### src/rtl/ex_muldiv_iter.sv
// ex_muldiv_iter: iterative multiply/divide unit sitting beside the EX-stage ALU.
// One operand bit is processed per clock. MULU/MUL use shift-add, DIVU/DIV use
// restoring division on magnitudes. The sign fix-up happens in a final FIX cycle,
// which also writes the HI/LO result registers. flush_i squashes an operation in
// flight without touching HI/LO.
module ex_muldiv_iter #(
  parameter int XLEN      = 32,
  parameter bit ZERO_FAST = 1'b1
) (
  input  logic            clk_i,
  input  logic            n_rst_i,
  input  logic            start_i,
  input  logic [1:0]      op_i,
  input  logic [XLEN-1:0] a_i,
  input  logic [XLEN-1:0] b_i,
  input  logic            flush_i,
  output logic            busy_o,
  output logic            done_o,
  output logic [XLEN-1:0] hi_o,
  output logic [XLEN-1:0] lo_o,
  output logic            div_zero_o
);

  localparam int              CNT_W    = $clog2(XLEN) + 1;
  localparam logic [CNT_W-1:0] CNT_INIT = CNT_W'(XLEN);
  localparam logic [CNT_W-1:0] CNT_ONE  = CNT_W'(1);

  typedef enum logic [1:0] {
    S_IDLE = 2'd0,
    S_RUN  = 2'd1,
    S_FIX  = 2'd2
  } state_t;

  state_t state_q, state_d;

  // Two's-complement negation at result width (wraps, so |MIN| stays MIN).
  function automatic logic [XLEN-1:0] neg_x(input logic [XLEN-1:0] v);
    return ~v + XLEN'(1);
  endfunction

  function automatic logic [2*XLEN-1:0] neg_2x(input logic [2*XLEN-1:0] v);
    return ~v + (2*XLEN)'(1);
  endfunction

  // Control registers
  logic [CNT_W-1:0] cnt_q;
  logic             div_q;
  logic             sgn_q;
  logic             sa_q;
  logic             sb_q;
  logic             dz_q;

  // Working registers: hi_w/lo_w hold the running product (mul) or
  // remainder/quotient (div); opnd holds |a| for mul, |b| for div.
  logic [XLEN-1:0]  hi_w_q;
  logic [XLEN-1:0]  lo_w_q;
  logic [XLEN-1:0]  opnd_q;

  // Operand decode at the capture edge
  logic             op_div;
  logic             op_sgn;
  logic             a_neg;
  logic             b_neg;
  logic             b_zero;
  logic             fast_zero;
  logic [XLEN-1:0]  a_abs;
  logic [XLEN-1:0]  b_abs;
  logic             accept;
  logic             write_res;

  assign op_div    = op_i[1];
  assign op_sgn    = op_i[0];
  assign a_neg     = op_sgn & a_i[XLEN-1];
  assign b_neg     = op_sgn & b_i[XLEN-1];
  assign a_abs     = a_neg ? neg_x(a_i) : a_i;
  assign b_abs     = b_neg ? neg_x(b_i) : b_i;
  assign b_zero    = (b_i == '0);
  assign fast_zero = ZERO_FAST & op_div & b_zero;

  assign accept    = (state_q == S_IDLE) & start_i & ~flush_i;
  assign write_res = (state_q == S_FIX) & ~flush_i;
  assign busy_o    = (state_q != S_IDLE);

  // Per-iteration datapath step for both algorithms
  logic [XLEN:0]   mul_sum;
  logic [XLEN:0]   div_shift;
  logic [XLEN-1:0] div_diff;
  logic            div_ge;
  logic [XLEN-1:0] hi_step;
  logic [XLEN-1:0] lo_step;

  // One shift-add or one restoring-divide step
  always_comb begin
    mul_sum   = {1'b0, hi_w_q} + (lo_w_q[0] ? {1'b0, opnd_q} : '0);
    div_shift = {hi_w_q, lo_w_q[XLEN-1]};
    div_ge    = (div_shift >= {1'b0, opnd_q});
    div_diff  = div_shift[XLEN-1:0] - opnd_q;
    if (div_q) begin
      hi_step = div_ge ? div_diff : div_shift[XLEN-1:0];
      lo_step = {lo_w_q[XLEN-2:0], div_ge};
    end else begin
      hi_step = mul_sum[XLEN:1];
      lo_step = {mul_sum[0], lo_w_q[XLEN-1:1]};
    end
  end

  // Sign correction applied in the FIX cycle
  logic [2*XLEN-1:0] prod_fix;
  logic [XLEN-1:0]   hi_fix;
  logic [XLEN-1:0]   lo_fix;
  logic              sign_diff;

  assign sign_diff = sgn_q & (sa_q ^ sb_q);

  // Final result: negate product/quotient on differing signs, remainder follows dividend
  always_comb begin
    prod_fix = {hi_w_q, lo_w_q};
    hi_fix   = hi_w_q;
    lo_fix   = lo_w_q;
    if (div_q) begin
      hi_fix = (sgn_q & sa_q) ? neg_x(hi_w_q) : hi_w_q;
      if (dz_q) begin
        lo_fix = '1;
      end else begin
        lo_fix = sign_diff ? neg_x(lo_w_q) : lo_w_q;
      end
    end else begin
      if (sign_diff) begin
        prod_fix = neg_2x({hi_w_q, lo_w_q});
      end
      hi_fix = prod_fix[2*XLEN-1:XLEN];
      lo_fix = prod_fix[XLEN-1:0];
    end
  end

  // State register
  always_ff @(posedge clk_i or negedge n_rst_i) begin
    if (!n_rst_i) begin
      state_q <= S_IDLE;
    end else begin
      state_q <= state_d;
    end
  end

  // Next-state logic: flush always returns to IDLE and blocks a new start
  always_comb begin
    state_d = state_q;
    case (state_q)
      S_IDLE: begin
        if (accept) begin
          state_d = fast_zero ? S_FIX : S_RUN;
        end
      end
      S_RUN: begin
        if (flush_i) begin
          state_d = S_IDLE;
        end else if (cnt_q == CNT_ONE) begin
          state_d = S_FIX;
        end
      end
      S_FIX: begin
        state_d = S_IDLE;
      end
      default: begin
        state_d = S_IDLE;
      end
    endcase
  end

  // Operand capture and iteration of the working registers
  always_ff @(posedge clk_i or negedge n_rst_i) begin
    if (!n_rst_i) begin
      cnt_q  <= '0;
      div_q  <= 1'b0;
      sgn_q  <= 1'b0;
      sa_q   <= 1'b0;
      sb_q   <= 1'b0;
      dz_q   <= 1'b0;
      hi_w_q <= '0;
      lo_w_q <= '0;
      opnd_q <= '0;
    end else if (accept) begin
      cnt_q  <= CNT_INIT;
      div_q  <= op_div;
      sgn_q  <= op_sgn;
      sa_q   <= a_neg;
      sb_q   <= b_neg;
      dz_q   <= op_div & b_zero;
      if (op_div) begin
        // Fast divide-by-zero skips RUN; the remainder is the dividend itself.
        hi_w_q <= fast_zero ? a_abs : '0;
        lo_w_q <= a_abs;
        opnd_q <= b_abs;
      end else begin
        hi_w_q <= '0;
        lo_w_q <= b_abs;
        opnd_q <= a_abs;
      end
    end else if ((state_q == S_RUN) && !flush_i) begin
      cnt_q  <= cnt_q - CNT_ONE;
      hi_w_q <= hi_step;
      lo_w_q <= lo_step;
    end
  end

  // Architectural HI/LO, done pulse and sticky divide-by-zero flag
  always_ff @(posedge clk_i or negedge n_rst_i) begin
    if (!n_rst_i) begin
      hi_o       <= '0;
      lo_o       <= '0;
      done_o     <= 1'b0;
      div_zero_o <= 1'b0;
    end else begin
      done_o <= write_res;
      if (write_res) begin
        hi_o       <= hi_fix;
        lo_o       <= lo_fix;
        div_zero_o <= div_q & dz_q;
      end else if (accept) begin
        div_zero_o <= 1'b0;
      end
    end
  end

endmodule

### config.mk
export PLATFORM = sky130hd
export DESIGN_NAME = ex_muldiv_iter
export DESIGN_NICKNAME = d
export VERILOG_FILES = /design/src/rtl/ex_muldiv_iter.sv
export SDC_FILE = /design/constraint.sdc
export NUM_CORES = 1
export LEC_CHECK = 0
export BUFFER_PORTS_ARGS = -buffer_cell sky130_fd_sc_hd__buf_2
export CAP_MARGIN = 40
export CORE_ASPECT_RATIO = 1.75
export CORE_MARGIN = 2
export CORE_UTILIZATION = 44
export DETAILED_ROUTE_END_ITERATION = 10
export PLACE_DENSITY = 0.59
export SETUP_SLACK_MARGIN = 0.05
export SYNTH_ARGS = -nofsm -noshare
export SYNTH_HDL_FRONTEND = slang
export SYNTH_SLANG_ARGS = --single-unit
### constraint.sdc
create_clock -name clk_i -period 4.1 [get_ports clk_i]
set_clock_uncertainty 0.1 [all_clocks]
set_input_delay 1.23 -clock clk_i [delete_from_list [all_inputs] [get_ports clk_i]]
set_output_delay 1.23 -clock clk_i [all_outputs]
set_load 0.005 [all_outputs]
==> results.txt, run 1 <==
status -> finished clean
power per cell area -> 840.2 mW/mm2
cell type with the largest total area after synthesis -> dfrtp_1
slowest stage delay, CP -> 0.46 ns
RSZ-0062 raised after global routing -> false
global-route usage over all layers -> 31.66%
share of the synthesized area in the top cell type -> 28.84%
fin crit share -> 93.84%
via count -> 15.07k
actual slew at the worst max-slew pin -> 0.7946 ns
Overall Power -> 14660 uW
worst setup path class -> reg -> reg
Hold Path Class -> reg -> reg
commonest register cell after synthesis -> dfrtp_1
placer's final routability congestion estimate -> 0.9492
adder-cell share of the synthesized area -> 6.033%
fin. max-slew vios -> 0
Ports -> 137
worst-skew pair later-pin latency -> 0.46 ns
initial DRC count -> 1216
Hold Fails Final Rpt -> 0
Total Nets Final -> 2219
number of remaining DRC errors -> 0
Cell Area, Synth -> 0.01518 mm2
slowest CP cell -> dfrtp_1
WL per Instance -> 22.21 um
Final TNS setup -> 0 ns
vias in the first global route -> 14.95k
Final min period -> 3.847 ns
Most Frequent Cell on Critical Path -> buf_4
endpoints failing setup -> 0
H-tree levels -> 4
first-pass GRT wire length -> 86.77 mm
top cells by count, synth -> 217 x nor2_1, 207 x nand2_1, 195 x a21oi_1
CP max FO -> 10
Layout fillers -> 3466
area share of and/or/nand/nor cells after synthesis -> 19.69%
number of synthesized flops with an enable pin -> 0
Synth Net Count -> 2066
largest net degree at the start of global routing -> 85
Max Cap Viol -> 0
Max Root-Sink Buffers -> 2
Vias/cell -> 5.911
Yosys reg bits -> 175
sequential area share after synthesis -> 28.84%
IO Port Bufs -> 136
Post CTS Setup Buffer Count -> 0
drt first pass iters -> 5
top cells by area, synth -> dfrtp_1 29%, a21oi_1 6.4%, xor2_1 5.9%
Root Buffer -> clkbuf_16
total gr overflow -> 0
die span in x -> 144.4 um
CTS tree -> built
CP arrival -> 4.09 ns
WP data required -> 4.34 ns
Die ar. -> 0.03606 mm2
multiplexer share of the synthesized area -> 3.560%
Starting Density -> 44.35%
cts repair resizes -> 0
core area -> 0.03423 mm2
final worst slack -> 0.2526 ns
total CTS buffers -> 17
Max-slew headroom -> 46.47%
Worst IR Drop VDD -> 0.0003537 V
Post-Syn Instances -> 1924
Compound-Gate Fraction of Synth Area -> 26.21%
Worst setup EP type -> flop
DP HPWL -> 45.35 mm
Hold Slack -> 0.3764 ns
Pleak -> 0.007402 uW
main combinational cell family by area after synthesis -> compound AO/OA/AOI/OAI gates
layout cells sized above 1 -> 16.65%
initial antenna violation count -> 0
Fmax -> 0.2599 GHz
Area growth, synth to finish -> 14.90%
Critical Path, Cell by Cell -> ha_1 -> nor2b_1 -> o31a_1 -> o211ai_2 -> nand3_2 -> a2111oi_4 -> nor2_2 -> a21oi_4 -> buf_4 -> buf_4 -> a2111oi_0 -> buf_1 -> a31oi_1 -> a21oi_1
Startpoint Class -> flop
DRT Wirelength -> 56.64 mm
clock sinks -> 175
top-count cell post-synth -> nor2_1
Ys Warns -> 0
DP Worst Slack -> 0.1870 ns
Worst-path clk slew -> 0.07 ns
antenna-violating nets left -> 0
xor/xnor cell area share of the yosys netlist -> 10.38%
hold_buf cts -> 0
Cell Rows -> 90
Die Y -> 249.7 um
fraction of registers with async set or reset after synthesis -> 100.0%
Syn Area/Cell -> 7.891 um2
ANT cells -> 0
Cell variety after synth -> 104
## sequential cells by signal, indices dropped and copies added (netlist names)
| register | cells |
|---|---|
| hi_o | 32 |
| hi_w_q | 32 |
| lo_o | 32 |
| lo_w_q | 32 |
| opnd_q | 32 |
| cnt_q | 6 |
| state_q | 2 |
| div_q | 1 |
| div_zero_o | 1 |
| done_o | 1 |
| dz_q | 1 |
| sa_q | 1 |
| sb_q | 1 |
| sgn_q | 1 |
## area by class of cell
cell class                      count  area, um2  area share [%]
Clock buffer                       20      436.7           2.503
Clock inverter                     12      146.4          0.8392
Inverter                           72      270.3           1.549
Timing Repair Buffer              248       1624           9.310
Multi-Input combinational cell   1563      10010           57.39
Sequential cell                   175       4380           25.11
Tap cell                          460      575.6           3.299
## per-layer routing
metal  track usage [%]  share of wire [%]  up-vias  routed length, um
met1             37.60                 40     7233              22380
met2             54.79                 50      488              28470
met5                 0                  0        -                  0
met3             3.492                4.0      140               2241
met4             17.56                6.2        0               3539
li1                  -                  -     7211                  -
## cells in the final DEF (no fill, tap or decap), types with 16 or more instances in the layout
cell type  count
a31oi_1       23
mux2i_1       45
inv_1         70
o21ai_0      156
nand3_1       27
clkbuf_16     17
xor2_1       102
nor4_1        20
o21ai_1       25
ha_1          70
dfrtp_1      174
or3_1         20
nor2_1       217
xnor2_1       78
o31ai_1       16
buf_4        104
buf_2        134
nor3_1        34
nand2_1      207
o211ai_1      58
a21o_1        20
a21oi_1      194
## where the power goes
part | internal (uW) | switching (uW) | total, uW
Combinational | 3990 | 5790 | 9780
Clock | 914 | 787 | 1700
Sequential | 2480 | 691 | 3170
Total | 7390 | 7270 | 14700
## worst max-delay path: cells and delay by family, from the launching register on
family	cells	cell delay, ns
buffers and inverters	3	0.58
AND/OR/NAND/NOR	3	0.44
adder cells (fa/ha/maj)	1	0.33
AO/OA/AOI/OAI	7	1.81
flip-flops	1	0.46
## stage by stage
step | util (%) | area, um2 | cells
final | 50.96 | 17440 | 2550
after global routing | 50.96 | 17440 | 2550
after CTS | 50.96 | 17440 | 2550
after detailed placement | 49.25 | 16860 | 2518
after global placement | 49.08 | 16800 | 2514
after floorplan | - | 15180 | 1924
## worst paths after layout
path | start | to | slack (ns) | depth (start not counted)
min in group asynchronous | n_rst_i | lo_o[1] | 0.58 | 1
max | hi_w_q[0] | hi_w_q[30] | 0.25 | 14
min | hi_o[22] | hi_o[22] | 0.38 | 2
max in group asynchronous | n_rst_i | div_q | 2.50 | 2
max reg2reg | hi_w_q[0] | hi_w_q[30] | 0.25 | 14
min reg2reg | hi_o[22] | hi_o[22] | 0.38 | 2
## cell families (layout without fill, tap and decap cells)
| logic type | count (synthesis) | count (layout) |
|---|---|---|
| compound gates | 625 | 625 |
| xor+xnor | 180 | 180 |
| fa+ha+maj | 72 | 72 |
| buf+inv | 186 | 352 |
| flops | 175 | 175 |
| mux | 53 | 53 |
| simple gates | 633 | 633 |
(Power assumes the default switching activity.)
==> inputs of run 2 (changes only) <==
--- a/config.mk
+++ b/config.mk
@@ -8,7 +8,6 @@
 export BUFFER_PORTS_ARGS = -buffer_cell sky130_fd_sc_hd__buf_2
 export CAP_MARGIN = 40
 export CORE_ASPECT_RATIO = 1.75
-export CORE_MARGIN = 2
 export CORE_UTILIZATION = 44
 export DETAILED_ROUTE_END_ITERATION = 10
 export PLACE_DENSITY = 0.59
==> run 2 against run 1 <==
- register-to-register slack about the same
- fmax down 0.27%
- total power up 1.1%
- critical path type unchanged
==> results.txt, run 2 (synthesized netlist as in run 1, its figures left out) <==
Hold Path Class -> reg -> reg
Switch Pwr -> 7473 uW
hold depth -> 2
slowest stage delay, CP -> 0.46 ns
cts repair resizes -> 0
hold_buf cts -> 0
clock share of power -> 11.8%
total CTS buffers -> 17
endpoints failing setup -> 0
worst reg2reg startpoint -> lo_w_q[0]
initial antenna violation count -> 0
Gate power share -> 66.6%
die span in x -> 142.4 um
antenna-violating nets left -> 0
initial DRC count -> 1099
CP arrival -> 4.10 ns
power per cell area -> 848.7 mW/mm2
Overall Power -> 14820 uW
DR top layer -> met4
vias in the first global route -> 14.78k
Die ar. -> 0.03528 mm2
WL met1 -> 22.84 mm
CP max FO -> 6
slowest CP cell -> dfrtp_1
Max Root-Sink Buffers -> 2
fin crit share -> 94.10%
via count -> 15.26k
Critical Path, Cell by Cell -> and2_1 -> ha_1 -> fa_1 -> a21oi_1 -> o21ai_0 -> and3_1 -> o211ai_1 -> o21ai_0 -> a31o_2 -> buf_4 -> a21oi_1 -> o211ai_1 -> nor4_1 -> nor3_1
Worst IR Drop VDD -> 0.0004368 V
Post CTS Setup Buffer Count -> 0
largest net degree at the start of global routing -> 80
worst setup path class -> reg -> reg
layout cells sized above 1 -> 16.92%
Final min period -> 3.858 ns
actual slew at the worst max-slew pin -> 0.7959 ns
Fmax -> 0.2592 GHz
Pleak -> 0.007433 uW
H-tree levels -> 4
Max Cap Viol -> 0
total gr overflow -> 0
leading cell type in the layout, fill and taps excluded -> nor2_1
Multi-input gate area -> 0.01001 mm2
Cell Rows -> 89
Starting Density -> 44.85%
worst-skew pair later-pin latency -> 0.46 ns
Crit. Startpoint -> lo_w_q[0]
number of remaining DRC errors -> 0
Ports -> 137
RSZ-0062 raised after global routing -> false
Root Buffer -> clkbuf_16
sequential power share -> 21.7%
DRT Wirelength -> 58.19 mm
Worst-path clk slew -> 0.08 ns
DP HPWL -> 46.32 mm
commonest non-fill, non-tap cells in the layout -> 217 x nor2_1, 207 x nand2_1, 194 x a21oi_1
Max-slew headroom -> 46.38%
Final TNS setup -> 0 ns
drt first pass iters -> 5
fin. max-slew vios -> 0
Sw Ratio -> 50.44%
Vias/cell -> 5.989
global-route usage over all layers -> 33.45%
IO Port Bufs -> 136
clock sinks -> 175
Area growth, synth to finish -> 14.97%
cell-internal power -> 7342 uW
CTS tree -> built
met2 WL post-DR -> 28.24 mm
Startpoint Class -> flop
first-pass GRT wire length -> 87.65 mm
met3 wire len -> 2.808 mm
reg2reg path depth -> 14
hold path start -> hi_o[27]
Die Y -> 247.7 um
Reg2Reg Setup Slack -> 0.24 ns
ANT cells -> 0
WL per Instance -> 22.85 um
sequential cell area -> 0.004380 mm2
status -> finished clean
Hold Fails Final Rpt -> 0
placer's final routability congestion estimate -> 0.9620
Layout fillers -> 3393
core area -> 0.03385 mm2
WP data required -> 4.34 ns
Worst setup EP type -> flop
Total Nets Final -> 2221
-- run 2: final cells by class --
class                           instances  area share (%)
Clock buffer                           17           2.437
Clock inverter                         15           1.054
Inverter                               72           1.548
Multi-Input combinational cell       1563           57.35
Sequential cell                       175           25.09
Tap cell                              455           3.261
Timing Repair Buffer                  250           9.254
-- run 2: layer usage --
| layer | global-route usage (%) | up-vias |
|---|---|---|
| met4 | 24.16 | 0 |
| met5 | 0 | - |
| met2 | 56.50 | 601 |
| li1 | - | 7221 |
| met1 | 39.05 | 7261 |
| met3 | 3.878 | 172 |
-- run 2: power by group through the flow --
stage	Clock (uW)	Sequential [uW]	Combinational, uW
after floorplan	0	3120	6550
after global placement	0	3210	9640
after detailed placement	0	3220	9690
after CTS	1780	3200	9740
after global routing	1850	3300	10800
final	1750	3210	9860
-- run 2: worst max-delay path: cells and delay by family, from the launching register on --
kind	cells	cell delay, ns
buffers and inverters	1	0.16
AOI/OAI and AO/OA	7	1.65
DFF	1	0.46
and+or+nand+nor	4	0.72
adders and majority gates	2	0.65
-- run 2: metrics by stage --
step | util, % | hold slack, ns | worst slack, ns | std cells | area [um2]
floorplan | - | 0.3468 | 0.7376 | 1924 | 15180
global placement | 49.58 | 0.3620 | 0.2560 | 2511 | 16780
detailed placement | 49.76 | 0.3709 | 0.2435 | 2515 | 16850
CTS | 51.56 | 0.3923 | 0.2934 | 2547 | 17460
global route | 51.56 | 0.4207 | 0.06747 | 2547 | 17460
finish | 51.56 | 0.3856 | 0.2421 | 2547 | 17460
-- run 2: final timing paths --
check,to
worst min-delay path,hi_o[27]
min in group asynchronous,done_o
worst max-delay path,hi_w_q[23]
worst min register to register,hi_o[27]
max in group asynchronous,hi_w_q[28]
worst max register to register,hi_w_q[23]
==> inputs of run 3 (changes only) <==
--- a/config.mk
+++ b/config.mk
@@ -7,9 +7,9 @@
 export LEC_CHECK = 0
 export BUFFER_PORTS_ARGS = -buffer_cell sky130_fd_sc_hd__buf_2
 export CAP_MARGIN = 40
-export CORE_ASPECT_RATIO = 1.75
 export CORE_UTILIZATION = 44
 export DETAILED_ROUTE_END_ITERATION = 10
+export GPL_TIMING_DRIVEN = 0
 export PLACE_DENSITY = 0.59
 export SETUP_SLACK_MARGIN = 0.05
 export SYNTH_ARGS = -nofsm -noshare
==> constraint.sdc (replaced) <==
create_clock -name clk_i -period 4.6 [get_ports clk_i]
set_clock_uncertainty 0.1 [all_clocks]
set_input_delay 1.38 -clock clk_i [delete_from_list [all_inputs] [get_ports clk_i]]
set_output_delay 1.38 -clock clk_i [all_outputs]
set_load 0.005 [all_outputs]
==> run 3 against run 2 <==
- count of clock-buffer cells in the layout grew 2
- largest power group unchanged
- critical endpoint is now hi_w_q[29]
- clock power shrank 17%
- register-to-register slack better by 0.10 ns
- sequential power decreased by 3%
- fmax shrank 9.4%
- critical path type unchanged
- total power is 14% lower
- core utilization shrank 1.0 points
- cell count fell by 0.20%
==> results.txt, run 3 (synthesized netlist as in run 1, its figures left out) <==
status -> finished clean
Critical Path, Cell by Cell -> inv_1 -> clkbuf_2 -> nor2_1 -> ha_1 -> clkbuf_1 -> and4_1 -> and3_1 -> o211ai_1 -> o21ai_0 -> a31o_2 -> a21oi_1 -> xnor2_1 -> a221oi_1 -> a31oi_1
largest net degree at the start of global routing -> 105
Die ar. -> 0.03525 mm2
reg2reg path depth -> 14
DP Worst Slack -> 0.1016 ns
commonest non-fill, non-tap cells in the layout -> 217 x nor2_1, 207 x nand2_1, 195 x a21oi_1
global-route usage over all layers -> 33.44%
Worst-path clk slew -> 0.07 ns
fin. max-slew vios -> 0
Startpoint Class -> flop
worst-skew pair later-pin latency -> 0.47 ns
WL per Instance -> 23.35 um
dpl cells -> 2510
Overall Power -> 12740 uW
Max-slew headroom -> 41.98%
via count -> 15.63k
antenna-violating nets left -> 0
Worst IR Drop VDD -> 0.0005086 V
endpoints failing setup -> 0
clock sinks -> 175
Pleak -> 0.007062 uW
power per cell area -> 747.7 mW/mm2
leading cell type in the layout, fill and taps excluded -> nor2_1
Starting Density -> 45.05%
Total Nets Final -> 2223
DRT Wirelength -> 59.34 mm
Cell Rows -> 67
ANT cells -> 0
Max Cap Viol -> 0
Vias/cell -> 6.147
Hold Fails Final Rpt -> 0
Root Buffer -> clkbuf_16
number of remaining DRC errors -> 0
final worst slack -> 0.3419 ns
Area growth, synth to finish -> 12.24%
DP HPWL -> 47.29 mm
non-filler cells, final -> 2542
reg2reg end -> hi_w_q[29]
initial DRC count -> 1415
CTS tree -> built
post-route cell area -> 0.01704 mm2
CP arrival -> 4.49 ns
total gr overflow -> 0
Worst setup EP type -> flop
vias in the first global route -> 14.92k
H-tree levels -> 4
hold_buf cts -> 0
Reg2Reg Setup Slack -> 0.34 ns
Max Root-Sink Buffers -> 2
layout cells sized above 1 -> 12.18%
slowest stage delay, CP -> 0.50 ns
Ports -> 137
core area -> 0.03370 mm2
worst setup path class -> reg -> reg
Die Y -> 187.8 um
first-pass GRT wire length -> 89.60 mm
WP data required -> 4.83 ns
CP max FO -> 10
worst reg2reg startpoint -> lo_w_q[0]
placer's final routability congestion estimate -> 0.9736
initial antenna violation count -> 2
drt first pass iters -> 6
total CTS buffers -> 17
placed cell area -> 0.01647 mm2
IO Port Bufs -> 135
die span in x -> 187.8 um
Crit. Startpoint -> lo_w_q[0]
slowest CP cell -> dfrtp_1
actual slew at the worst max-slew pin -> 0.8670 ns
Post CTS Setup Buffer Count -> 0
Hold Path Class -> reg -> reg
fin crit share -> 92.57%
Final min period -> 4.258 ns
Fmax -> 0.2348 GHz
CP endpoint -> hi_w_q[29]
RSZ-0062 raised after global routing -> false
[run 3: how the worst min path moves through the flow]
stage | startpoint | cells after the start | slack (ns) | end
global route | hi_o[4] | 2 | 0.40 | hi_o[4]
floorplan | dz_q | 2 | 0.35 | dz_q
detailed placement | hi_o[26] | 2 | 0.37 | hi_o[26]
CTS | hi_o[26] | 2 | 0.38 | hi_o[26]
finish | hi_o[26] | 2 | 0.37 | hi_o[26]
global placement | hi_o[30] | 2 | 0.36 | hi_o[30]
[run 3: layer usage]
layer / part of all wire [%] / vias up / global-route usage, %
met3: 7.0 / 168 / 5.147
met2: 44 / 701 / 52.22
met4: 5.6 / 2 / 17.42
met5: 0.022 / - / 0
met1: 43 / 7529 / 44.63
li1: - / 7226 / -
[run 3: critical path: cells and delay by family, from the launching register on]
family | cells | cell delay (ns)
xor gates and xnor gates | 1 | 0.15
DFF | 1 | 0.50
adders and majority gates | 1 | 0.27
and+or+nand+nor | 3 | 0.56
AOI/OAI and AO/OA | 6 | 1.64
buffers and inverters | 3 | 0.89
[run 3: final cells by class]
type,instances,area [um2]
well taps,448,560.5
flip-flops and latches,175,4379
plain buffers,114,534.3
clock buffers,19,432.9
fillers,3439,16660
clock inverters,13,130.1
inverters,72,270.3
repair buffers,138,732.0
multi-input cells,1563,10000
[run 3: power by group]
part           switching (uW)  internal (uW)  total (uW)
combinational            4880           3280        8160
clock                     702            758        1460
sequential                916           2200        3120
[run 3: through the flow]
step | hold slack (ns) | setup TNS (ns) | util [%]
final | 0.3731 | 0 | 50.56
after global routing | 0.4029 | 0 | 50.56
after CTS | 0.3826 | 0 | 50.56
after detailed placement | 0.3668 | 0 | 48.89
after global placement | 0.3620 | -151.86 | 48.72
after floorplan | 0.3468 | 0 | -
[run 3: what timing repair did]
| action | 4_1_cts | 5_1_grt |
|---|---|---|
| gates resized for setup | 0 | 3 |
| setup endpoints to repair | 0 | 2 |
| hold endpoints to repair | 0 | 0 |
